`src/rtl/mips_pkg.sv`:
```
// Shared MIPS write-back types: register/data widths and the write request record.
package mips_pkg;
  localparam int REG_ADR_W = 5;
  localparam int DATA_W    = 32;
  localparam int NUM_REGS  = 32;

  typedef struct packed {
    logic [REG_ADR_W-1:0] adr;
    logic [DATA_W-1:0]    data;
  } wb_req_t;

  function automatic logic [NUM_REGS-1:0] adr_onehot(input logic [REG_ADR_W-1:0] a);
    adr_onehot    = '0;
    adr_onehot[a] = 1'b1;
  endfunction
endpackage

```
`src/rtl/wb_fifo.sv`:
```
// Circular buffer for slow write-back results; exposes its storage so the
// arbiter can build the pending mask and forward from queued entries.
module wb_fifo
  import mips_pkg::*;
#(
  parameter int DEPTH = 4
) (
  input  logic                         clk,
  input  logic                         rst_n,
  input  logic                         push,
  input  logic                         pop,
  input  wb_req_t                      wr,
  output wb_req_t                      rd,
  output logic                         full,
  output logic                         empty,
  output wb_req_t [DEPTH-1:0]          entries,
  output logic [DEPTH-1:0]             valid,
  output logic [$clog2(DEPTH)-1:0]     head
);
  localparam int AW = $clog2(DEPTH);

  wb_req_t [DEPTH-1:0] mem;
  logic [AW-1:0]       wr_ptr, rd_ptr;
  logic [AW:0]         count;

  always_ff @(posedge clk or negedge rst_n) begin
    if (!rst_n) begin
      wr_ptr <= '0;
      rd_ptr <= '0;
      count  <= '0;
    end else begin
      if (push) wr_ptr <= wr_ptr + 1'b1;
      if (pop)  rd_ptr <= rd_ptr + 1'b1;
      case ({push, pop})
        2'b10:   count <= count + 1'b1;
        2'b01:   count <= count - 1'b1;
        default: ;
      endcase
    end
  end

  // Storage needs no reset: nothing reads it unless the slot is valid.
  always_ff @(posedge clk) begin
    if (push) mem[wr_ptr] <= wr;
  end

  always_comb begin
    valid = '0;
    for (int i = 0; i < DEPTH; i++)
      valid[i] = {1'b0, AW'(i) - rd_ptr} < count;
  end

  assign full    = (count == (AW+1)'(DEPTH));
  assign empty   = (count == '0);
  assign rd      = mem[rd_ptr];
  assign entries = mem;
  assign head    = rd_ptr;
endmodule

```
`src/rtl/mips_wb_arbiter.sv`:
```
// Merges ALU and buffered MEM/MDU results onto the register file write port.
// Define WB_FORWARD_EN to forward the youngest queued value to R1Adr/R2Adr.
module mips_wb_arbiter
  import mips_pkg::*;
#(
  parameter int DEPTH        = 4,
  parameter int STARVE_LIMIT = 3
) (
  input  logic        Clk,
  input  logic        Rst_n,
  input  logic        alu_valid,
  input  logic [4:0]  alu_adr,
  input  logic [31:0] alu_data,
  output logic        alu_stall,
  input  logic        mem_valid,
  output logic        mem_ready,
  input  logic [4:0]  mem_adr,
  input  logic [31:0] mem_data,
  output logic        WE,
  output logic [4:0]  WAdr,
  output logic [31:0] Din,
  output logic [31:0] pending,
  input  logic [4:0]  R1Adr,
  input  logic [4:0]  R2Adr,
  output logic        fwd1_hit,
  output logic        fwd2_hit,
  output logic [31:0] fwd1_data,
  output logic [31:0] fwd2_data
);
  localparam int AW = $clog2(DEPTH);
  localparam int SW = $clog2(STARVE_LIMIT + 1);

  wb_req_t             head_req, sel_req;
  wb_req_t [DEPTH-1:0] entries;
  logic [DEPTH-1:0]    valid;
  logic [AW-1:0]       head;
  logic                full, empty, push, pop, force_fifo, sel_we;
  logic [SW-1:0]       starve, starve_nxt;

  // Writes to $0 complete the handshake but are dropped here.
  assign mem_ready  = Rst_n & ~full;
  assign push       = mem_valid & mem_ready & (mem_adr != '0);
  assign force_fifo = ~empty & (starve == SW'(STARVE_LIMIT));

  wb_fifo #(.DEPTH(DEPTH)) u_fifo (
    .clk(Clk), .rst_n(Rst_n), .push(push), .pop(pop),
    .wr('{adr: mem_adr, data: mem_data}), .rd(head_req),
    .full(full), .empty(empty), .entries(entries), .valid(valid), .head(head)
  );

  always_comb begin
    pop        = 1'b0;
    sel_we     = 1'b0;
    sel_req    = '{adr: alu_adr, data: alu_data};
    starve_nxt = starve;
    alu_stall  = 1'b0;
    if (alu_valid && !force_fifo) begin
      sel_we = (alu_adr != '0);
      if (!empty)               starve_nxt = starve + 1'b1;
      else if (alu_adr != '0)   starve_nxt = '0;
    end else if (!empty) begin
      pop        = 1'b1;
      sel_we     = 1'b1;
      sel_req    = head_req;
      starve_nxt = '0;
      alu_stall  = alu_valid;
    end
  end

  always_ff @(posedge Clk or negedge Rst_n) begin
    if (!Rst_n) begin
      starve <= '0;
      WE     <= 1'b0;
      WAdr   <= '0;
      Din    <= '0;
    end else begin
      starve <= starve_nxt;
      WE     <= sel_we;
      if (sel_we) begin
        WAdr <= sel_req.adr;
        Din  <= sel_req.data;
      end
    end
  end

  always_comb begin
    pending = '0;
    for (int i = 0; i < DEPTH; i++)
      if (valid[i]) pending = pending | adr_onehot(entries[i].adr);
    pending[0] = 1'b0;
  end

`ifdef WB_FORWARD_EN
  logic [AW-1:0] idx;
  // Walk oldest to youngest so the last match is the newest value.
  always_comb begin
    idx       = '0;
    fwd1_hit  = 1'b0;
    fwd2_hit  = 1'b0;
    fwd1_data = '0;
    fwd2_data = '0;
    for (int k = 0; k < DEPTH; k++) begin
      idx = head + AW'(k);
      if (valid[idx] && R1Adr != '0 && entries[idx].adr == R1Adr) begin
        fwd1_hit  = 1'b1;
        fwd1_data = entries[idx].data;
      end
      if (valid[idx] && R2Adr != '0 && entries[idx].adr == R2Adr) begin
        fwd2_hit  = 1'b1;
        fwd2_data = entries[idx].data;
      end
    end
  end
`else
  logic unused_fwd;
  assign unused_fwd = ^{R1Adr, R2Adr, head};
  assign fwd1_hit   = 1'b0;
  assign fwd2_hit   = 1'b0;
  assign fwd1_data  = '0;
  assign fwd2_data  = '0;
`endif
endmodule
```
`config.mk`:
```
export PLATFORM = sky130hd
export DESIGN_NAME = mips_wb_arbiter
export DESIGN_NICKNAME = d
export VERILOG_FILES = /design/src/rtl/mips_pkg.sv /design/src/rtl/wb_fifo.sv /design/src/rtl/mips_wb_arbiter.sv
export SDC_FILE = /design/constraint.sdc
export NUM_CORES = 1
export LEC_CHECK = 0
export CORE_UTILIZATION = 50
export CTS_CLUSTER_DIAMETER = 50
export DETAILED_ROUTE_END_ITERATION = 10
export PLACE_DENSITY = 0.8
export SLEW_MARGIN = 20
export SYNTH_ARGS = -nofsm -noshare
export SYNTH_HDL_FRONTEND = slang
export SYNTH_SLANG_ARGS = --single-unit
```
`constraint.sdc`:
```
create_clock -name Clk -period 3.8 [get_ports Clk]
set_input_delay 0.76 -clock Clk [delete_from_list [all_inputs] [get_ports Clk]]
set_output_delay 0.76 -clock Clk [all_outputs]
set_load 0.01 [all_outputs]
```
==> results list, run 1 <==
- Measured against the total synthesized area, the mux share comes to 8.81%.
- Post-synthesis cell count: 726
* Final ANT Viol Nets: 0
* Number of max-cap violations: 0
* I/O pin count: 226
- Top cell type's share of synthesized area: 47.0%
* Wire length of the first global-routing pass: 34.0 mm
- Final count of hold timing violations: 0
- Number of diodes added for antenna fixing: 0
- Startpoint type of the worst setup path: flip-flop
- Slowest CP cell: sky130_fd_sc_hd__clkdlybuf4s50_1
- Vias per std cell: 5.75
* Number of buffers on the longest clock path: 2
- Max-slew violation count: 0
* Post-Synth XOR/XNOR Area: 0.648%
- Entering global routing, the biggest net connects 48 pins.
- On the worst path, the slowest cell contributes a delay of 0.52 ns.
- FFs w/ async S/R, synth: 24.1%
- Once the floorplan was initialized, standard cells occupied 51.8% of the core.
- The cell sitting at the root of the clock tree is a sky130_fd_sc_hd__clkbuf_16.
- The synthesized design contains 195 register bits.
* Part of the Yosys area used for sequential elements: 59.4%
- In this run the worst path has a maximum fanout of 4.
* Number of standard cells in the final layout excluding fillers: 1117
- After legalization and detailed placement, the total HPWL measured 14.2 mm.
- Leaving out fill and tap cells, the most frequent cells in the layout are 148 x sky130_fd_sc_hd__edfxtp_1, 141 x sky130_fd_sc_hd__clkdlybuf4s50_1, 74 x sky130_fd_sc_hd__nand2_1.
* Number of nets in the finished design: 974
- The clock period could shrink to 3.71 ns.
- Data on the critical path arrives at its endpoint at 2.95 ns.
- Category of the worst setup path capture point: output port
- Overflow left after global routing: 0
- Core Rows: 49
* Number of buffer and inverter instances along the worst setup path: 2
- Of the available clock period, the critical path in the final layout requires 97.7%.
- Timing would allow up to 0.269 GHz.
- After detailed routing, the number of remaining DRC violations is 0.
* Setup clock skew after layout: 0.0256 ns
- Count of cell types in the netlist: 66
- Most used flip-flop cell after synthesis: sky130_fd_sc_hd__edfxtp_1
- EDFF count, synth: 148
- For this design the ratio of total power to cell area is 667 nW/µm².
- The final layout contains routed wiring with a total length of 21.8 mm.
- Clock-pin slew was measured on the worst setup and hold paths at 0.08 ns.
- Mean post-synth cell area: 13.0 µm²
- Final setup violation count: 0
- H-tree depth reported by CTS: 4
* Layout overhead on the synthesized area: 22.4%
- The kind of cell with the highest combined delay along the critical path is simple AND/OR/NAND/NOR gates.
- Buffers inserted to repair hold after CTS numbered 0.
- Across all layers, the routed design uses 6418 vias.
- Post-Route Setup TNS: 0 ns
* Main area contributors after synthesis: sky130_fd_sc_hd__edfxtp_1 47%, sky130_fd_sc_hd__dfrtp_1 12%, sky130_fd_sc_hd__mux4_2 8.8%
* Worst Hold Class: in2async
* Area share of fa/ha/maj cells after synthesis: 1.53%
- Complex-gate fraction of the synthesized area: 9.42%
- The floorplan step set the die height to 140 µm.
- Number of detailed-route iterations in the first pass: 5
- The clock net in this run drives a total of 195 sinks.
- Number of global-route vias before repair: 6233
* Type of the setup path with the least slack: reg2out
* Largest area contributor in the synthesized netlist: sky130_fd_sc_hd__edfxtp_1
- Core ar.: 18300 µm²
- Slew margin rel.: 29.1%
* DIE AREA: 19500 µm²
- Leakage power total: 0.00438 µW
- Total routing resource utilization after global routing: 23.2%
- Post-Synth Simple-Gate Area: 11.8%
- Warnings, synthesis: 0
* TritonCTS clock tree: built
- In the final layout, flip-flops and latches occupy 5620 µm².
- Number of buffers inserted during clock tree synthesis: 17
- At the worst endpoint, the required time is 3.04 ns.
- Input and output buffers added on the ports amount to 148.
- Fill cells in the final layout number 1382.
- The number of antenna violations at the first check in global routing is 0.
- Sequence of cells on the critical path: xor2_2 > inv_1 > ha_1 > nor2b_1 > a211o_1 > or2_4 > nor3_1 > or3_1 > clkdlybuf4s50_1
* Area occupied by multi-input gates: 3360 µm²
* Weighted congestion reported at the end of routability-driven placement: 0.947
- Leaving out fill and tap cells, the most frequent cell in the layout is sky130_fd_sc_hd__edfxtp_1.
- The run finished with clean final reports.
- IR drop worst, VDD: 0.423 mV
- In this run, placement finished with an instance count of 1075.
- Clock latency on the worst-skew pair, taken at its later pin, is 0.44 ns.
* DIE WIDTH: 140 µm
- After the first detailed-routing iteration, the DRC count stood at 579.
- Of the cells placed in the final design, the portion with a size suffix greater than 1 is 14.6%.
* Slew @ Worst Pin: 1.06 ns
- Routed WL per cell: 19.5 µm
- Post-synth design cell area: 9460 µm²
* Main combinational cell family by area after synthesis: simple AND/OR/NAND/NOR gates
- Setup repair after global routing could not meet its margin everywhere.
[cells in the mapped netlist, types with 14 or more instances]
master / instances
sky130_fd_sc_hd__inv_1: 19
sky130_fd_sc_hd__nand3_1: 17
sky130_fd_sc_hd__a21oi_1: 36
sky130_fd_sc_hd__nor2_1: 47
sky130_fd_sc_hd__buf_4: 69
sky130_fd_sc_hd__clkbuf_1: 16
sky130_fd_sc_hd__o22ai_1: 14
sky130_fd_sc_hd__mux4_2: 37
sky130_fd_sc_hd__a22oi_1: 25
sky130_fd_sc_hd__nand2_1: 74
sky130_fd_sc_hd__dfrtp_1: 47
sky130_fd_sc_hd__edfxtp_1: 148
sky130_fd_sc_hd__nor3_1: 15
sky130_fd_sc_hd__buf_2: 16
sky130_fd_sc_hd__or3_1: 16
[metal layers]
layer  vias up  GRT usage (%)  part of all wire, %
li1       2889              -                    -
met5         -              0                    0
met3        39           4.51                  6.8
met4         0           9.31                  2.5
met1      3137           28.9                   40
met2       353           39.9                   51
[cells by family (layout without fill, tap and decap cells)]
kind of cell | Yosys count | after routing
adder cells (fa/ha/maj) | 11 | 11
AND/OR/NAND/NOR | 223 | 223
flip-flops | 195 | 195
multiplexers | 37 | 37
other | 1 | 67
XOR/XNOR | 7 | 7
buffers and inverters | 127 | 223
AO/OA/AOI/OAI | 125 | 125
[state kept, by name, indices dropped and copies added (netlist names)]
register / flops
u_fifo.head: 2
starve: 2
WAdr: 5
u_fifo.entries: 148
u_fifo.count: 3
Din: 32
WE: 1
u_fifo.wr_ptr: 2
[worst paths after layout]
path / startpoint / slack [ns] / to / cells past startpoint
worst max register to register: u_fifo.count[2] / 0.83 / u_fifo.entries[144] / 4
min in group Clk: Din[0] / 0.47 / Din[0] / 2
max in group asynchronous: Rst_n / 2.83 / u_fifo.head[1] / 2
worst max-delay path: u_fifo.head[1] / 0.09 / pending[13] / 9
worst min register to register: Din[0] / 0.47 / Din[0] / 2
worst min-delay path: Rst_n / 0.47 / Din[10] / 2
[through the flow]
stage	area (µm²)	worst slack (ns)	util, %	power, µW	hold WS, ns
finish	11600	0.0860	63.4	7730	0.469
global route	11600	-0.000241	63.4	8140	0.495
CTS	11500	0.00290	62.9	7730	0.471
detailed placement	10900	0.227	59.5	5950	0.455
global placement	10900	0.261	59.5	5870	0.451
floorplan	9710	0.451	-	4860	0.464
[repair_timing]
action / 4_1_cts / 5_1_grt
setup endpoints to repair: 20 / 27
gates cloned: 0 / 0
endpoints found under the hold margin: 0 / 0
pin swaps: 2 / 0
setup buffers: 6 / 4
gates resized for setup: 4 / 16
[layout make-up]
| cell class | count | area share [%] |
|---|---|---|
| repair buffers | 171 | 14.3 |
| well taps | 229 | 2.47 |
| inverters | 20 | 0.648 |
| clock buffers | 18 | 3.71 |
| clock inverters | 14 | 1.23 |
| flip-flops and latches | 195 | 48.6 |
| multi-input cells | 470 | 29.0 |
[power by group]
part	switching, µW	internal, µW	total, µW	leakage (µW)
logic	1570	1460	3030	0.00222
registers	262	2730	2990	0.00189
clock network	831	871	1700	0.000278
(Power assumes the default switching activity.)
==> run 2, diff against run 1 <==
--- a/config.mk
+++ b/config.mk
@@ -5,6 +5,7 @@
 export SDC_FILE = /design/constraint.sdc
 export NUM_CORES = 1
 export LEC_CHECK = 0
+export ABC_CLOCK_PERIOD_IN_PS = 3800
 export CORE_UTILIZATION = 50
 export CTS_CLUSTER_DIAMETER = 50
 export DETAILED_ROUTE_END_ITERATION = 10
==> results of run 2 <==
Final layout, timing and power as in run 1 (identical DEF).
==> run 3, diff against run 2 <==
--- a/config.mk
+++ b/config.mk
@@ -10,6 +10,7 @@
 export CTS_CLUSTER_DIAMETER = 50
 export DETAILED_ROUTE_END_ITERATION = 10
 export PLACE_DENSITY = 0.8
+export REMOVE_ABC_BUFFERS = 1
 export SLEW_MARGIN = 20
 export SYNTH_ARGS = -nofsm -noshare
 export SYNTH_HDL_FRONTEND = slang
==> results list, run 3 (synthesis results as in run 1) <==
* Vias per std cell: 5.82
- Max-slew violation count: 0
- The die covers 19500 µm².
* Final routed DRC violation total: 0
- Number of max-cap violations: 0
- Fill cells in the final layout number 1358.
- Crit share post-route: 98.3%
- Core ar.: 18300 µm²
* Number of buffers inserted during clock tree synthesis: 17
- The register with the most flip-flops in the layout has 148 of them.
- Excluding fillers, the count of instances in the completed layout stands at 1124.
* Leakage power total: 0.00461 µW
- Initial detailed-routing violation count: 624
- Worst Hold Class: reg2reg
- Net switching is 33.9% of the power.
- Cell internal power was estimated by the tool at 5300 µW.
* Arrival time at the worst endpoint: 2.98 ns
- Switch Pwr: 2710 µW
- Insertion delay of the later-clocked pin in the worst-skew pair: 0.43 ns
- Weighted congestion reported at the end of routability-driven placement: 0.984
- Along the worst path, the maximum fanout reaches 10.
- Highest achievable clock rate: 0.268 GHz
- Post-Layout Inst Area: 11800 µm²
- Final setup violation count: 0
- Category of the worst setup path capture point: output port
- The net count of the finished layout is 981.
- Setup repair after global routing missed its margin: true
- The routed design has 23.1 mm of wire.
* TritonCTS clock tree: built
- Global routing consumed, over all layers together, 24.4% of the routing resources.
- Maximum number of pins on one net before global-route repair: 48
- The number of antenna violations at the first check in global routing came to 1.
- Run status: complete, no violations
- Most frequent cells in the layout: 148 x sky130_fd_sc_hd__edfxtp_1, 131 x sky130_fd_sc_hd__clkdlybuf4s50_1, 74 x sky130_fd_sc_hd__nand2_1
- After clock tree synthesis, the clock-pin slew on the worst setup and hold paths is 0.07 ns.
- Total number of vias: 6537
* H-tree depth reported by CTS: 4
- STA puts the critical path data required time at 3.04 ns.
- Hold buffers post-CTS: 0
- Area taken by flip-flops and latches: 5620 µm²
- The number of global-route vias before repair is 6321.
- Worst setup timing slack at the placement stage: 0.207 ns
- Hold is met by 0.477 ns.
- The count of buffers added on input and output ports is 148.
- Core Rows: 49
* Fraction of power consumed by sequential logic: 37.4%
- Chip height: 140 µm
* PD cells: 681 nW/µm²
* Area after detailed placement: 10900 µm²
- The critical path is of the reg2out type.
- Area occupied by multi-input gates: 3390 µm²
- I/O pin count: 226
* Layout overhead on the synthesized area: 24.3%
- Number of buffers on the longest clock path: 2
* CTS root buffer: sky130_fd_sc_hd__clkbuf_16
- DIE WIDTH: 140 µm
* Number of diodes added for antenna fixing: 0
- On the final layout, the worst clock skew is 0.00857 ns.
* Slew @ Worst Pin: 1.05 ns
* Post-layout min period: 3.74 ns
- Overflow left after global routing: 0
- CTS saw 195 sinks.
* Wire length of the first global-routing pass: 35.6 mm
* Number of placed instances with taps included: 1080
- In the final layout, the share of cells above drive strength 1 is 15.9%.
- For the final routed database, the setup TNS stands at 0 ns.
* Routed WL per cell: 20.6 µm
- Part of the total power dissipated in the clock network: 23.5%
* Leading cell type in the layout, fill and taps excluded: sky130_fd_sc_hd__edfxtp_1
- Detailed Place HPWL: 14.7 mm
* IR drop worst, VDD: 0.429 mV
- Startpoint type of the worst setup path: flip-flop
* Final ANT Viol Nets: 0
- Number of detailed-route iterations in the first pass: 5
* Slew margin rel.: 29.7%
- Effective utilization at floorplan: 51.8%
- Final count of hold timing violations: 0
- The worst path meets setup with 0.0632 ns of slack.
- Combinational logic is responsible for 39.1% of the overall power.
-- run 3: cell types whose count changed in the layout (fill, tap and decap cells not counted), sizes merged --
| cell | previous run | this run |
|---|---|---|
| clkdlybuf4s50 | 141 | 131 |
| dlymetal6s2s | 5 | 14 |
| buf | 24 | 30 |
| clkinv | 8 | 4 |
| bufinv | 0 | 3 |
| clkinvlp | 1 | 2 |
| dlygate4sd2 | 1 | 2 |
| inv | 25 | 26 |
-- run 3: critical path: stages, from the launching register on --
cell                              delay, ns
sky130_fd_sc_hd__dfrtp_2               0.46
sky130_fd_sc_hd__buf_12                0.14
sky130_fd_sc_hd__buf_4                 0.19
sky130_fd_sc_hd__ha_1                  0.23
sky130_fd_sc_hd__o21ba_2               0.24
sky130_fd_sc_hd__nor3_1                0.38
sky130_fd_sc_hd__a22oi_1               0.20
sky130_fd_sc_hd__o221ai_1              0.13
sky130_fd_sc_hd__clkdlybuf4s50_1       0.58
-- run 3: path summary, 6_finish.rpt --
check	slack (ns)	to	cells past startpoint	from
worst max-delay path	0.06	pending[24]	8	u_fifo.head[1]
worst min-delay path	0.48	Din[16]	2	Din[16]
worst max register to register	0.89	u_fifo.entries[60]	4	u_fifo.count[2]
worst min register to register	0.48	Din[16]	2	Din[16]
max in group asynchronous	2.78	u_fifo.head[0]	2	Rst_n
min in group asynchronous	0.53	WAdr[4]	2	Rst_n
-- run 3: layout make-up --
| type | count | area share (%) |
|---|---|---|
| flip-flops and latches | 195 | 47.8 |
| clock buffers | 17 | 3.62 |
| well taps | 229 | 2.44 |
| repair buffers | 178 | 15.0 |
| clock inverters | 15 | 1.68 |
| multi-input cells | 470 | 28.8 |
| inverters | 20 | 0.638 |
-- run 3: routing by layer --
metal	routed length [µm]	global-route usage (%)
met5	11	0
met4	549	8.68
met3	2010	5.88
met2	11100	39.2
met1	9400	32.5
-- run 3: metrics by stage --
step | utilization (%) | power, µW
finish | 64.4 | 8010
global route | 64.4 | 8410
CTS | 63.6 | 7930
detailed placement | 59.7 | 5970
global placement | 59.7 | 5920
floorplan | - | 4720
-- run 3: repair_timing --
| item | 4_1_cts | 5_1_grt |
|---|---|---|
| buffers inserted | 7 | 4 |
| pin swaps | 2 | 3 |
| setup endpoints to repair | 30 | 29 |
| resized for setup | 12 | 27 |
| gates cloned | 0 | 1 |
-- run 3: power groups by stage --
stage               combinational (µW)  clock [µW]  sequential (µW)
floorplan                         1500           0             3220
global placement                  2910           0             3010
detailed placement                2960           0             3020
CTS                               3040        1900             2990
global route                      3390        1980             3040
finish                            3130        1880             2990
